**src/rtl/rvb_vecplayer_if.sv**
```systemverilog
// rvb_vecplayer_if: din/dout valid-ready channel between a vector player
// (master) and an rvb execution unit (slave).
//   din_valid/din_ready          operand handshake, master -> slave
//   din_rs1, din_insn20/21/23    operand and instruction bits
//   dout_valid/dout_ready        result handshake, slave -> master
//   dout_rd                      result
interface rvb_vecplayer_if #(
  parameter int XLEN = 32
);
  logic            din_valid;
  logic            din_ready;
  logic [XLEN-1:0] din_rs1;
  logic            din_insn20;
  logic            din_insn21;
  logic            din_insn23;
  logic            dout_valid;
  logic            dout_ready;
  logic [XLEN-1:0] dout_rd;

  modport master (
    output din_valid, din_rs1, din_insn20, din_insn21, din_insn23, dout_ready,
    input  din_ready, dout_valid, dout_rd
  );

  modport slave (
    input  din_valid, din_rs1, din_insn20, din_insn21, din_insn23, dout_ready,
    output din_ready, dout_valid, dout_rd
  );
endinterface

```
**src/rtl/rvb_vecplayer.sv**
```systemverilog
// rvb_vecplayer: plays packed test vectors from a synchronous vector memory
// into an rvb unit and checks the unit's results against expected values.
//   clock, reset        clock; synchronous active-low reset
//   start, num_tests    begin a run of num_tests vectors (IDLE/DONE only)
//   mem_ren, mem_addr   vector memory read; mem_rdata valid one cycle later
//   unit                din/dout channel to the unit (master side)
//   busy, done          RUN/DRAIN, DONE status
//   pass_count, fail_count, first_fail, proto_err   run statistics
//
// state | meaning
// IDLE  | after reset, waiting for start
// RUN   | fetching and issuing vectors
// DRAIN | all vectors issued, collecting outstanding results
// DONE  | run complete, statistics held until next start
module rvb_vecplayer #(
  parameter int XLEN  = 32,
  parameter int DEPTH = 4,
  parameter int AW    = 10
) (
  input  logic            clock,
  input  logic            reset,
  input  logic            start,
  input  logic [AW:0]     num_tests,
  output logic            mem_ren,
  output logic [AW-1:0]   mem_addr,
  input  logic [159:0]    mem_rdata,
  rvb_vecplayer_if.master unit,
  output logic            busy,
  output logic            done,
  output logic [AW:0]     pass_count,
  output logic [AW:0]     fail_count,
  output logic [AW-1:0]   first_fail,
  output logic            proto_err
);
  localparam int PTRW = $clog2(DEPTH);
  localparam int CW   = PTRW + 1;
  localparam int PW   = 2 * XLEN + 3;
  localparam logic [AW:0] ONE = 1;

  typedef enum logic [1:0] {IDLE, RUN, DRAIN, DONE} state_t;
  state_t state, state_nx;

  logic [AW:0]     n_reg, rp, ip;
  logic            rd_inflight;
  // prefetch entry: {rd, insn23, insn21, insn20, rs1}
  logic [PW-1:0]   pf_mem [2];
  logic            pf_wp, pf_rp;
  logic [1:0]      pf_cnt;
  logic [PW-1:0]   pf_head;
  logic [2:0]      pf_occ;
  logic [XLEN-1:0] ex_rd  [DEPTH];
  logic [AW-1:0]   ex_idx [DEPTH];
  logic [PTRW-1:0] ex_wp, ex_rp;
  logic [CW-1:0]   ex_cnt;
  logic            start_ok, din_hs, dout_hs, ex_push, ex_pop;
  logic            unused_rdata;

  assign unused_rdata = ^mem_rdata;

  assign start_ok = start && (state == IDLE || state == DONE);
  assign pf_head  = pf_mem[pf_rp];
  assign din_hs   = unit.din_valid && unit.din_ready;
  assign dout_hs  = unit.dout_valid && unit.dout_ready;
  assign ex_push  = din_hs;
  assign ex_pop   = dout_hs && (ex_cnt != '0);

  // A slot freed by this cycle's issue counts as free, so the prefetch
  // buffer can be refilled every cycle and sustain one vector per cycle.
  assign pf_occ   = 3'(pf_cnt) + 3'(rd_inflight) - 3'(din_hs);
  assign mem_ren  = (state == RUN) && (rp < n_reg) && (pf_occ < 3'd2);
  assign mem_addr = rp[AW-1:0];

  // A full expected FIFO may still take a push when a result pops this cycle.
  assign unit.din_valid  = (pf_cnt != 2'd0) && ((ex_cnt < CW'(DEPTH)) || ex_pop);
  assign unit.din_rs1    = pf_head[XLEN-1:0];
  assign unit.din_insn20 = pf_head[XLEN];
  assign unit.din_insn21 = pf_head[XLEN+1];
  assign unit.din_insn23 = pf_head[XLEN+2];
  assign unit.dout_ready = busy;

  always_comb begin
    state_nx = state;
    busy     = 1'b0;
    done     = 1'b0;
    unique case (state)
      IDLE, DONE: begin
        done = (state == DONE);
        if (start) state_nx = (num_tests == '0) ? DONE : RUN;
      end
      RUN: begin
        busy = 1'b1;
        if (din_hs && (ip + ONE == n_reg)) state_nx = DRAIN;
      end
      DRAIN: begin
        busy = 1'b1;
        // a result arriving with nothing expected is flagged before leaving
        if (ex_cnt == '0 && !unit.dout_valid) state_nx = DONE;
      end
      default: state_nx = IDLE;
    endcase
  end

  always_ff @(posedge clock) begin
    if (!reset) begin
      state       <= IDLE;
      n_reg       <= '0;
      rp          <= '0;
      ip          <= '0;
      rd_inflight <= 1'b0;
      pf_wp       <= 1'b0;
      pf_rp       <= 1'b0;
      pf_cnt      <= 2'd0;
      ex_wp       <= '0;
      ex_rp       <= '0;
      ex_cnt      <= '0;
      pass_count  <= '0;
      fail_count  <= '0;
      first_fail  <= '0;
      proto_err   <= 1'b0;
    end else begin
      state       <= state_nx;
      rd_inflight <= mem_ren;
      if (rd_inflight) pf_wp <= ~pf_wp;
      if (din_hs)      pf_rp <= ~pf_rp;
      pf_cnt <= pf_cnt + 2'(rd_inflight) - 2'(din_hs);
      if (ex_push) ex_wp <= ex_wp + 1'b1;
      if (ex_pop)  ex_rp <= ex_rp + 1'b1;
      ex_cnt <= ex_cnt + CW'(ex_push) - CW'(ex_pop);
      if (start_ok) begin
        n_reg      <= num_tests;
        rp         <= '0;
        ip         <= '0;
        pass_count <= '0;
        fail_count <= '0;
        first_fail <= '0;
        proto_err  <= 1'b0;
      end else begin
        if (mem_ren) rp <= rp + ONE;
        if (din_hs)  ip <= ip + ONE;
        if (dout_hs) begin
          if (ex_cnt == '0) begin
            proto_err <= 1'b1;
          end else if (unit.dout_rd == ex_rd[ex_rp]) begin
            if (pass_count != '1) pass_count <= pass_count + ONE;
          end else begin
            if (fail_count != '1) fail_count <= fail_count + ONE;
            if (fail_count == '0) first_fail <= ex_idx[ex_rp];
          end
        end
      end
    end
  end

  always_ff @(posedge clock) begin
    if (rd_inflight)
      pf_mem[pf_wp] <= {mem_rdata[XLEN-1:0], mem_rdata[151], mem_rdata[149],
                        mem_rdata[148], mem_rdata[64 +: XLEN]};
    if (ex_push) begin
      ex_rd[ex_wp]  <= pf_head[PW-1 -: XLEN];
      ex_idx[ex_wp] <= ip[AW-1:0];
    end
  end
endmodule
```
**src/flat_wrapper.sv**
```systemverilog
// flat-port wrapper written by rule: the top's interface ports become plain ports
module rvb_vecplayer_flat 
#(
  parameter int XLEN  = 32,
  parameter int DEPTH = 4,
  parameter int AW    = 10
)
  (clock, reset, start, num_tests, mem_ren, mem_addr, mem_rdata, busy, done, pass_count, fail_count, first_fail, proto_err, unit_din_valid, unit_din_rs1, unit_din_insn20, unit_din_insn21, unit_din_insn23, unit_dout_ready, unit_din_ready, unit_dout_valid, unit_dout_rd);
  rvb_vecplayer_if #(.XLEN(XLEN)) unit_i ();
  input  logic clock;
  input  logic reset;
  input  logic start;
  input  logic [AW:0] num_tests;
  output logic mem_ren;
  output logic [AW-1:0] mem_addr;
  input  logic [159:0] mem_rdata;
  output logic busy;
  output logic done;
  output logic [AW:0] pass_count;
  output logic [AW:0] fail_count;
  output logic [AW-1:0] first_fail;
  output logic proto_err;
  output wire logic [$bits(unit_i.din_valid)-1:0] unit_din_valid;
  output wire logic [$bits(unit_i.din_rs1)-1:0] unit_din_rs1;
  output wire logic [$bits(unit_i.din_insn20)-1:0] unit_din_insn20;
  output wire logic [$bits(unit_i.din_insn21)-1:0] unit_din_insn21;
  output wire logic [$bits(unit_i.din_insn23)-1:0] unit_din_insn23;
  output wire logic [$bits(unit_i.dout_ready)-1:0] unit_dout_ready;
  input wire logic [$bits(unit_i.din_ready)-1:0] unit_din_ready;
  input wire logic [$bits(unit_i.dout_valid)-1:0] unit_dout_valid;
  input wire logic [$bits(unit_i.dout_rd)-1:0] unit_dout_rd;
  assign unit_din_valid = unit_i.din_valid;
  assign unit_din_rs1 = unit_i.din_rs1;
  assign unit_din_insn20 = unit_i.din_insn20;
  assign unit_din_insn21 = unit_i.din_insn21;
  assign unit_din_insn23 = unit_i.din_insn23;
  assign unit_dout_ready = unit_i.dout_ready;
  assign unit_i.din_ready = unit_din_ready;
  assign unit_i.dout_valid = unit_dout_valid;
  assign unit_i.dout_rd = unit_dout_rd;
  rvb_vecplayer #(.XLEN(XLEN), .DEPTH(DEPTH), .AW(AW)) u_core (.clock(clock), .reset(reset), .start(start), .num_tests(num_tests), .mem_ren(mem_ren), .mem_addr(mem_addr), .mem_rdata(mem_rdata), .unit(unit_i), .busy(busy), .done(done), .pass_count(pass_count), .fail_count(fail_count), .first_fail(first_fail), .proto_err(proto_err));
endmodule
```
**config.mk**
```make
export PLATFORM = sky130hd
export DESIGN_NAME = rvb_vecplayer_flat
export DESIGN_NICKNAME = d
export VERILOG_FILES = /design/src/rtl/rvb_vecplayer_if.sv /design/src/rtl/rvb_vecplayer.sv /design/src/flat_wrapper.sv
export SDC_FILE = /design/constraint.sdc
export NUM_CORES = 1
export LEC_CHECK = 0
export ABC_AREA = 1
export ABC_CLOCK_PERIOD_IN_PS = 6950
export CAP_MARGIN = 20
export CORE_MARGIN = 2
export CORE_UTILIZATION = 53
export DETAILED_ROUTE_END_ITERATION = 7
export PLACE_DENSITY = 0.8
export SLEW_MARGIN = 20
export SYNTH_ARGS = -nofsm -noshare
export SYNTH_HDL_FRONTEND = slang
export SYNTH_SLANG_ARGS = --single-unit
```
**constraint.sdc**
```tcl
create_clock -name clock -period 6.95 [get_ports clock]
set_clock_uncertainty 0.05 [all_clocks]
set_input_delay 2.085 -clock clock [delete_from_list [all_inputs] [get_ports clock]]
set_output_delay 2.085 -clock clock [all_outputs]
set_load 0.005 [all_outputs]
```
==> results of run 1 <==
cells in the final DEF (no fill, tap or decap), types with 13 or more instances in the layout:
cell type        Yosys  final
edfxtp_1           302    302
inv_1              106    103
ha_1                27     27
mux2_2              67     67
nand2_1            385    384
buf_4               51     14
a21oi_1             58     58
nor3_1              13     13
xor2_1              24     24
dfxtp_1             83     80
clkbuf_16            0     40
clkdlybuf4s50_1      0    196
o21ai_0             48     48
nor2_1             114    109
nand4_1             20     20
nand3_1            144    144
cells by family after synthesis:
kind of cell               Yosys count
AOI/OAI and AO/OA                  137
buffers and inverters              206
xor gates and xnor gates            32
muxes                               67
adders and majority gates           29
and+or+nand+nor                    702
DFF                                385
worst min-delay path: cells and delay by family (launching register included):
kind	cells	cell delay (ns)
flops	1	0.32
simple gates	2	0.12
power groups by stage:
stage	Sequential (mW)	Combinational [mW]	Clock (mW)
2_1_floorplan	2.99	1.12	0
3_3_place_gp	3.02	1.56	0
3_5_place_dp	3.04	1.60	0
4_1_cts	2.99	1.62	2.05
5_1_grt	3.02	1.81	2.15
6_report	2.99	1.63	2.01
cell usage after synthesis, drive strengths merged, types with 4 or more instances:
library cell  instances
nand2               386
a21oi                58
o21ai                58
nor4                  7
nand3               144
nor3                 13
inv                 111
dfxtp                83
nor2                117
o22ai                10
nand3b               11
ha                   27
clkbuf               25
nand4                20
xnor2                 8
mux2                 67
edfxtp              302
a31oi                 4
buf                  69
xor2                 24
metal layers:
layer	GRT usage	wire, microns	up-vias
met4	0.0706	838	0
met2	0.366	17300	438
met3	0.0437	2930	59
met5	0	0	-
li1	-	-	5638
met1	0.289	15200	5391
what timing repair did:
item | CTS | global route
endpoints found under the setup margin | 0 | 1
resized for setup | 0 | 6
hold buffers | 0 | 0
worst paths after layout:
| check | endpoint | cells past startpoint |
|---|---|---|
| min | u_core.first_fail[3] | 2 |
| max reg2reg | u_core.first_fail[2] | 16 |
| min reg2reg | u_core.first_fail[3] | 2 |
| max | mem_ren | 13 |
layout make-up:
class / instances / area (sq um)
Clock buffer: 52 / 1070
Timing Repair Buffer: 211 / 2080
Tap cell: 402 / 503
Antenna cell: 1 / 2.50
Inverter: 112 / 422
Clock inverter: 21 / 181
Fill cell: 2311 / 11300
Sequential cell: 385 / 10700
Multi-Input combinational cell: 967 / 5140
==> reports/results.ini, run 1 <==
[run_status]
status = finished, final reports clean

[timing]
min_period_ns = 6.48
timing.final.crit_share = 0.933
layout_setup_ws_ns = 0.465
timing.hold.ws_ns = 0.433
tightest_slew_ns = 1.08
fin_tns_setup_ns = 0
final-hold-violation-count = 0
grt_setup_unrepaired = false
setup_violations = 0
max_freq_mhz = 154
slew_violations = 0
relSlewSlack = 0.282

[grt]
grt_usage = 0.219
grt_max_degree = 69
antenna_found_initial = 2
grt_overflow_total = 0
grt_first_pass_wirelength_mm = 57.8
grt_pass1_vias = 11500

[run]
max_cap_violations = 0

[setup_path]
cp.required_ns = 4.82
crit_path_cell_trace = clkdlybuf4s50_1 -> nand2_1 -> a22oi_2 -> nand2_2 -> inv_2 -> ha_1 -> inv_1 -> ha_1 -> fa_2 -> nor2_1 -> nand3_1 -> inv_2 -> dlymetal6s2s_1
crit_path_end_kind = primary output
path_class = primary input to primary output
cp-start-kind = primary input
crit_start = unit_dout_valid
cp.arrival_ns = 4.35
path_buf_inv = 5
cpPeakStageDelay_ns = 0.48
crit_family = buffers and inverters
crit_path_top_delay_cell = clkdlybuf4s50_1
path_max_fanout = 2
r2r_slack_ns = 2.56

[clock_network]
post-cts-setup-buffers = 0
h-tree-depth = 2
cts_made_buffers = 40
clk_latency_ns = 0.54
root_buffer = clkbuf_16
clk_pin_slew_ns = 0.06
clockBufferDepth = 3
cts_tree = yes
cts_sinks = 385

[detailed_routing]
wl_per_cell_microns = 16.9
wl_mm = 36.4
vias = 11500
via_per_inst = 5.36
drc = 0
ant_nets = 0
drt_iter0_drc = 803
first_pass_iters = 5

[yosys]
netlist_area_sq_um = 16800
synth_ff_type = edfxtp_1
async_flop_share = 0
yosys.area_share.simple = 0.176
synth_compound_area_frac = 0.0429
synth_fa_ha_area_frac = 0.0225
synthCells = 1558
synth_xor_area_frac = 0.0167
synth_area_leaders = edfxtp_1 (54%), dfxtp_1 (9.9%), nand2_1 (8.6%)
ys_types = 36
yosys_warnings = 0
synth_nets = 1795
synth_mux_area_frac = 0.0449
syn_avg_cell_area_sq_um = 10.8
synth_edf_count = 302
synth_top_cell_by_area = edfxtp_1
synth-seq-cells = 385
synth_top_family_by_area = simple AND/OR/NAND/NOR gates
ys_seq_area_frac = 0.638
synth_top_area_frac = 0.539

[floorplan]
core_sq_um = 31400
dieHeight_microns = 182
fp.dieArea_sq_um = 33200
ios = 291
start_util = 0.536
rows = 65
die_w_microns = 182

[final_layout]
largest_reg_flops = 134
drive_gt1_frac = 0.0904
reg_top3 = u_core.pf_mem (134), u_core.ex_rd (128), u_core.ex_idx (40)
area_growth_pct = 19.7
final_cells = 2151
fin_util = 0.641
postLayoutCellArea_sq_um = 20100
largest_register = u_core.pf_mem
finalNetCount = 1954

[place]
placed_cells = 2077
dpl_cell_area_sq_um = 18900
portBuffers = 197
post-dp-hpwl_mm = 23.3
gp_congestion = 0.867
place_ws_ns = 0.0307

[pwr]
internal_power_mw = 4.68
power.density_nw_per_um2 = 329
p_leak_nw = 7.37
ir_drop_mv = 0.235
combPwrFrac = 0.246
pwr-share-clk = 0.303
seq_power_share = 0.451
p_total_mw = 6.63
switching_share = 0.294
p_switching_mw = 1.95

[hold_path]
min-delay-start = u_core.first_fail[3]
min_path_type = flip-flop to flip-flop

Power figures use the tool's default switching activity.
==> run 2, diff against run 1 <==
Settings changed: SKIP_LAST_GASP set to 1.
==> results of run 2 <==
No change in the layout: final DEF, timing and power equal those of run 1.
==> run 3, diff against run 2 <==
Settings changed: ABC_AREA 1 to unset, CORE_MARGIN 2 to 4, PLACE_DENSITY 0.8 to 0.81.
==> run 3 against run 2 <==
- via count shrank 24%
- flip-flop and latch count unchanged
- sequential share of layout area increased by 2.4 points
- first-iteration DRC count is 27% lower
- final area fell by 4.4%
- non-clock buffer count increased by 2
- hold slack got worse by 0.011 ns
- die area is 1.2% lower
- clock power is essentially flat
- utilization up 0.99 points
- largest cell class unchanged
- highest routed layer is now met5
==> reports/results.ini, run 3 <==
[run_status]
status = finished, final reports clean  ; unchanged

[yosys]
yosys.area_share.simple = 0.0729  ; was 0.176
synth-seq-cells = 385  ; unchanged
ys_seq_area_frac = 0.676  ; was 0.638
synth_ff_type = edfxtp_1  ; unchanged
yosys_warnings = 0  ; unchanged
synth_area_leaders = edfxtp_1 (57%), dfxtp_1 (10%), mux4_2 (6.0%)  ; was edfxtp_1 (54%), dfxtp_1 (9.9%), nand2_1 (8.6%)
synth_top_area_frac = 0.572  ; was 0.539
yosysMostFrequentCell = edfxtp_1  ; was nand2_1
synth_top_family_by_area = multiplexers  ; was simple AND/OR/NAND/NOR gates
async_flop_share = 0  ; unchanged
netlist_area_sq_um = 15900  ; was 16800 sq um
synth_compound_area_frac = 0.0318  ; was 0.0429
synth_nets = 1259  ; was 1795
synthCells = 1022  ; was 1558
ys_types = 53  ; was 36
syn_avg_cell_area_sq_um = 15.5  ; was 10.8 sq um
synth_mux_area_frac = 0.117  ; was 0.0449
synth_edf_count = 302  ; unchanged
synth_xor_area_frac = 0.0392  ; was 0.0167
synth_common_cells = edfxtp_1 (302), dfxtp_1 (83), mux2_2 (68)  ; was nand2_1 (385), edfxtp_1 (302), nand3_1 (144)
synth_fa_ha_area_frac = 0.0238  ; was 0.0225
synth_top_cell_by_area = edfxtp_1  ; unchanged

[detailed_routing]
wl_mm = 31.0  ; was 36.4 mm
drc = 0  ; unchanged
drt_iter0_drc = 586  ; was 803
vias = 8799  ; was 11500
ant_nets = 0  ; unchanged
via_per_inst = 5.44  ; was 5.36
first_pass_iters = 5  ; unchanged
wl_per_cell_microns = 19.2  ; was 16.9 microns

[grt]
grt_pass1_vias = 9205  ; was 11500
grt_overflow_total = 0  ; unchanged
grt_first_pass_wirelength_mm = 48.9  ; was 57.8 mm
antenna_found_initial = 4  ; was 2
grt_usage = 0.187  ; was 0.219
grt_max_degree = 69  ; unchanged

[timing]
slew_violations = 0  ; unchanged
grt_setup_unrepaired = false  ; unchanged
setup_violations = 0  ; unchanged
min_period_ns = 6.77  ; was 6.48 ns
tightest_slew_ns = 1.00  ; was 1.08 ns
final-hold-violation-count = 0  ; unchanged
timing.final.crit_share = 0.974  ; was 0.933
timing.hold.ws_ns = 0.422  ; was 0.433 ns
max_freq_mhz = 148  ; was 154 MHz
relSlewSlack = 0.333  ; was 0.282
layout_setup_ws_ns = 0.178  ; was 0.465 ns

[final_layout]
finalNetCount = 1433  ; was 1954
reg_top3 = u_core.pf_mem (134), u_core.ex_rd (128), u_core.ex_idx (40)  ; unchanged
final_cell_mix = edfxtp_1 (302), clkdlybuf4s50_1 (196), dfxtp_1 (81)  ; was nand2_1 (384), edfxtp_1 (302), clkdlybuf4s50_1 (196)
mostFrequentLayoutCell = edfxtp_1  ; was nand2_1
largest_reg_flops = 134  ; unchanged
largest_register = u_core.pf_mem  ; unchanged
drive_gt1_frac = 0.166  ; was 0.0904
area_growth_pct = 21.4  ; was 19.7%
n_fill_cell = 2018  ; was 2311

[run]
max_cap_violations = 0  ; unchanged

[setup_path]
crit_path_top_delay_cell = clkdlybuf4s50_1  ; unchanged
cpPeakStageDelay_ns = 0.47  ; was 0.48 ns
path_max_fanout = 2  ; unchanged
cp.required_ns = 4.82  ; about the same
crit_path_end_kind = primary output  ; unchanged
path_class = primary input to primary output  ; unchanged
cp-start-kind = primary input  ; unchanged
cp.arrival_ns = 4.64  ; was 4.35 ns
crit_path_cell_trace = clkdlybuf4s50_1 -> nand2_1 -> a21oi_2 -> nand2_1 -> inv_2 -> ha_1 -> inv_1 -> ha_1 -> fa_1 -> a211oi_2 -> nand3_2 -> o31ai_4 -> clkbuf_2  ; was clkdlybuf4s50_1 -> nand2_1 -> a22oi_2 -> nand2_2 -> inv_2 -> ha_1 -> inv_1 -> ha_1 -> fa_2 -> nor2_1 -> nand3_1 -> inv_2 -> dlymetal6s2s_1

[floorplan]
die_w_microns = 181  ; was 182 microns
start_util = 0.537  ; was 0.536
dieHeight_microns = 181  ; was 182 microns
ios = 291  ; unchanged
core_sq_um = 29600  ; was 31400 sq um
fp.dieArea_sq_um = 32800  ; was 33200 sq um
rows = 63  ; was 65

[clock_network]
clockBufferDepth = 3  ; unchanged
clk_pin_slew_ns = 0.06  ; about the same
cts_made_buffers = 39  ; was 40
cts_tree = yes  ; unchanged
clk_latency_ns = 0.53  ; was 0.54 ns
cts_sinks = 385  ; unchanged
root_buffer = clkbuf_16  ; unchanged
h-tree-depth = 2  ; unchanged

[hold_path]
min_path_type = flip-flop to flip-flop  ; unchanged

[place]
gp_congestion = 0.827  ; was 0.867
place_ws_ns = -0.350  ; was 0.0307 ns
post-dp-hpwl_mm = 19.2  ; was 23.3 mm
portBuffers = 197  ; unchanged

[pwr]
p_leak_nw = 6.40  ; was 7.37 nW
ir_drop_mv = 0.236  ; was 0.235 mV
power.density_nw_per_um2 = 318  ; was 329 nW/um^2

==> run 3: cell count changes in the layout (fill, tap and decap cells not counted), moves of 42 or more <==
cell	before	now
a21oi_1	58	16
inv_1	103	31
mux4_2	0	42
nand2_1	384	62
nand3_1	144	21
nor2_1	109	46
xnor2_1	8	58
==> run 3: cell type report <==
class / instances / area, sq um / area share
antenna: 1 / 2.50 / 0.000130
clock buffer: 48 / 1020 / 0.0530
clock inverter: 23 / 233 / 0.0121
inverter: 32 / 120 / 0.00624
multi-input combinational: 525 / 4560 / 0.237
sequential: 385 / 10700 / 0.558
tap: 390 / 488 / 0.0253
timing repair buffer: 213 / 2090 / 0.108
==> run 3: final timing paths <==
| check | startpoint | to | slack [ns] | depth (start not counted) |
|---|---|---|---|---|
| max | unit_dout_valid | mem_ren | 0.18 | 13 |
| min | u_core.proto_err | u_core.proto_err | 0.42 | 1 |
| max reg2reg | flip-flop | u_core.first_fail[6] | 2.94 | 9 |
| min reg2reg | u_core.proto_err | u_core.proto_err | 0.42 | 1 |
==> run 3: report_power, final <==
part	switching [mW]	total [mW]	internal (mW)
combinational	0.575	1.20	0.621
clock	0.852	2.02	1.17
sequential	0.141	2.90	2.76
total	1.57	6.11	4.54
==> run 3: timing repair <==
item / CTS / global route
pin swaps: 2 / 3
setup buffers: 1 / 1
endpoints found under the setup margin: 1 / 1
resized for setup: 4 / 3
hold buffers: 0 / 0
==> run 3: cell families after synthesis <==
kind of cell,after synthesis
adders and majority gates,29
DFF,385
muxes,125
and+or+nand+nor,224
xor gates and xnor gates,71
AOI/OAI and AO/OA,76
buffers and inverters,112
==> run 3: through the flow <==
| stage | instances | area, sq um | util | power, mW | setup TNS [ns] |
|---|---|---|---|---|---|
| after floorplan | 1022 | 15900 | - | 3.72 | 0 |
| after global placement | 1543 | 18000 | 0.608 | 4.09 | -0.326 |
| after detailed placement | 1543 | 18000 | 0.608 | 4.12 | -0.350 |
| after CTS | 1615 | 19200 | 0.651 | 6.16 | 0 |
| after global routing | 1617 | 19200 | 0.651 | 6.40 | 0 |
| final | 1617 | 19200 | 0.651 | 6.11 | 0 |
==> run 3: critical path, delay by kind of cell <==
kind / cells / cell delay (ns)
fa+ha+maj: 3 / 0.81
simple gates: 3 / 0.35
buf+inv: 4 / 0.75
compound gates: 3 / 0.65
==> run 3: layer usage <==
layer,track usage,part of all wire,vias up
met5,0,0.0011,-
met4,0.0537,0.022,6
met3,0.0499,0.061,65
met2,0.313,0.49,247
met1,0.243,0.42,4346
li1,-,-,4135
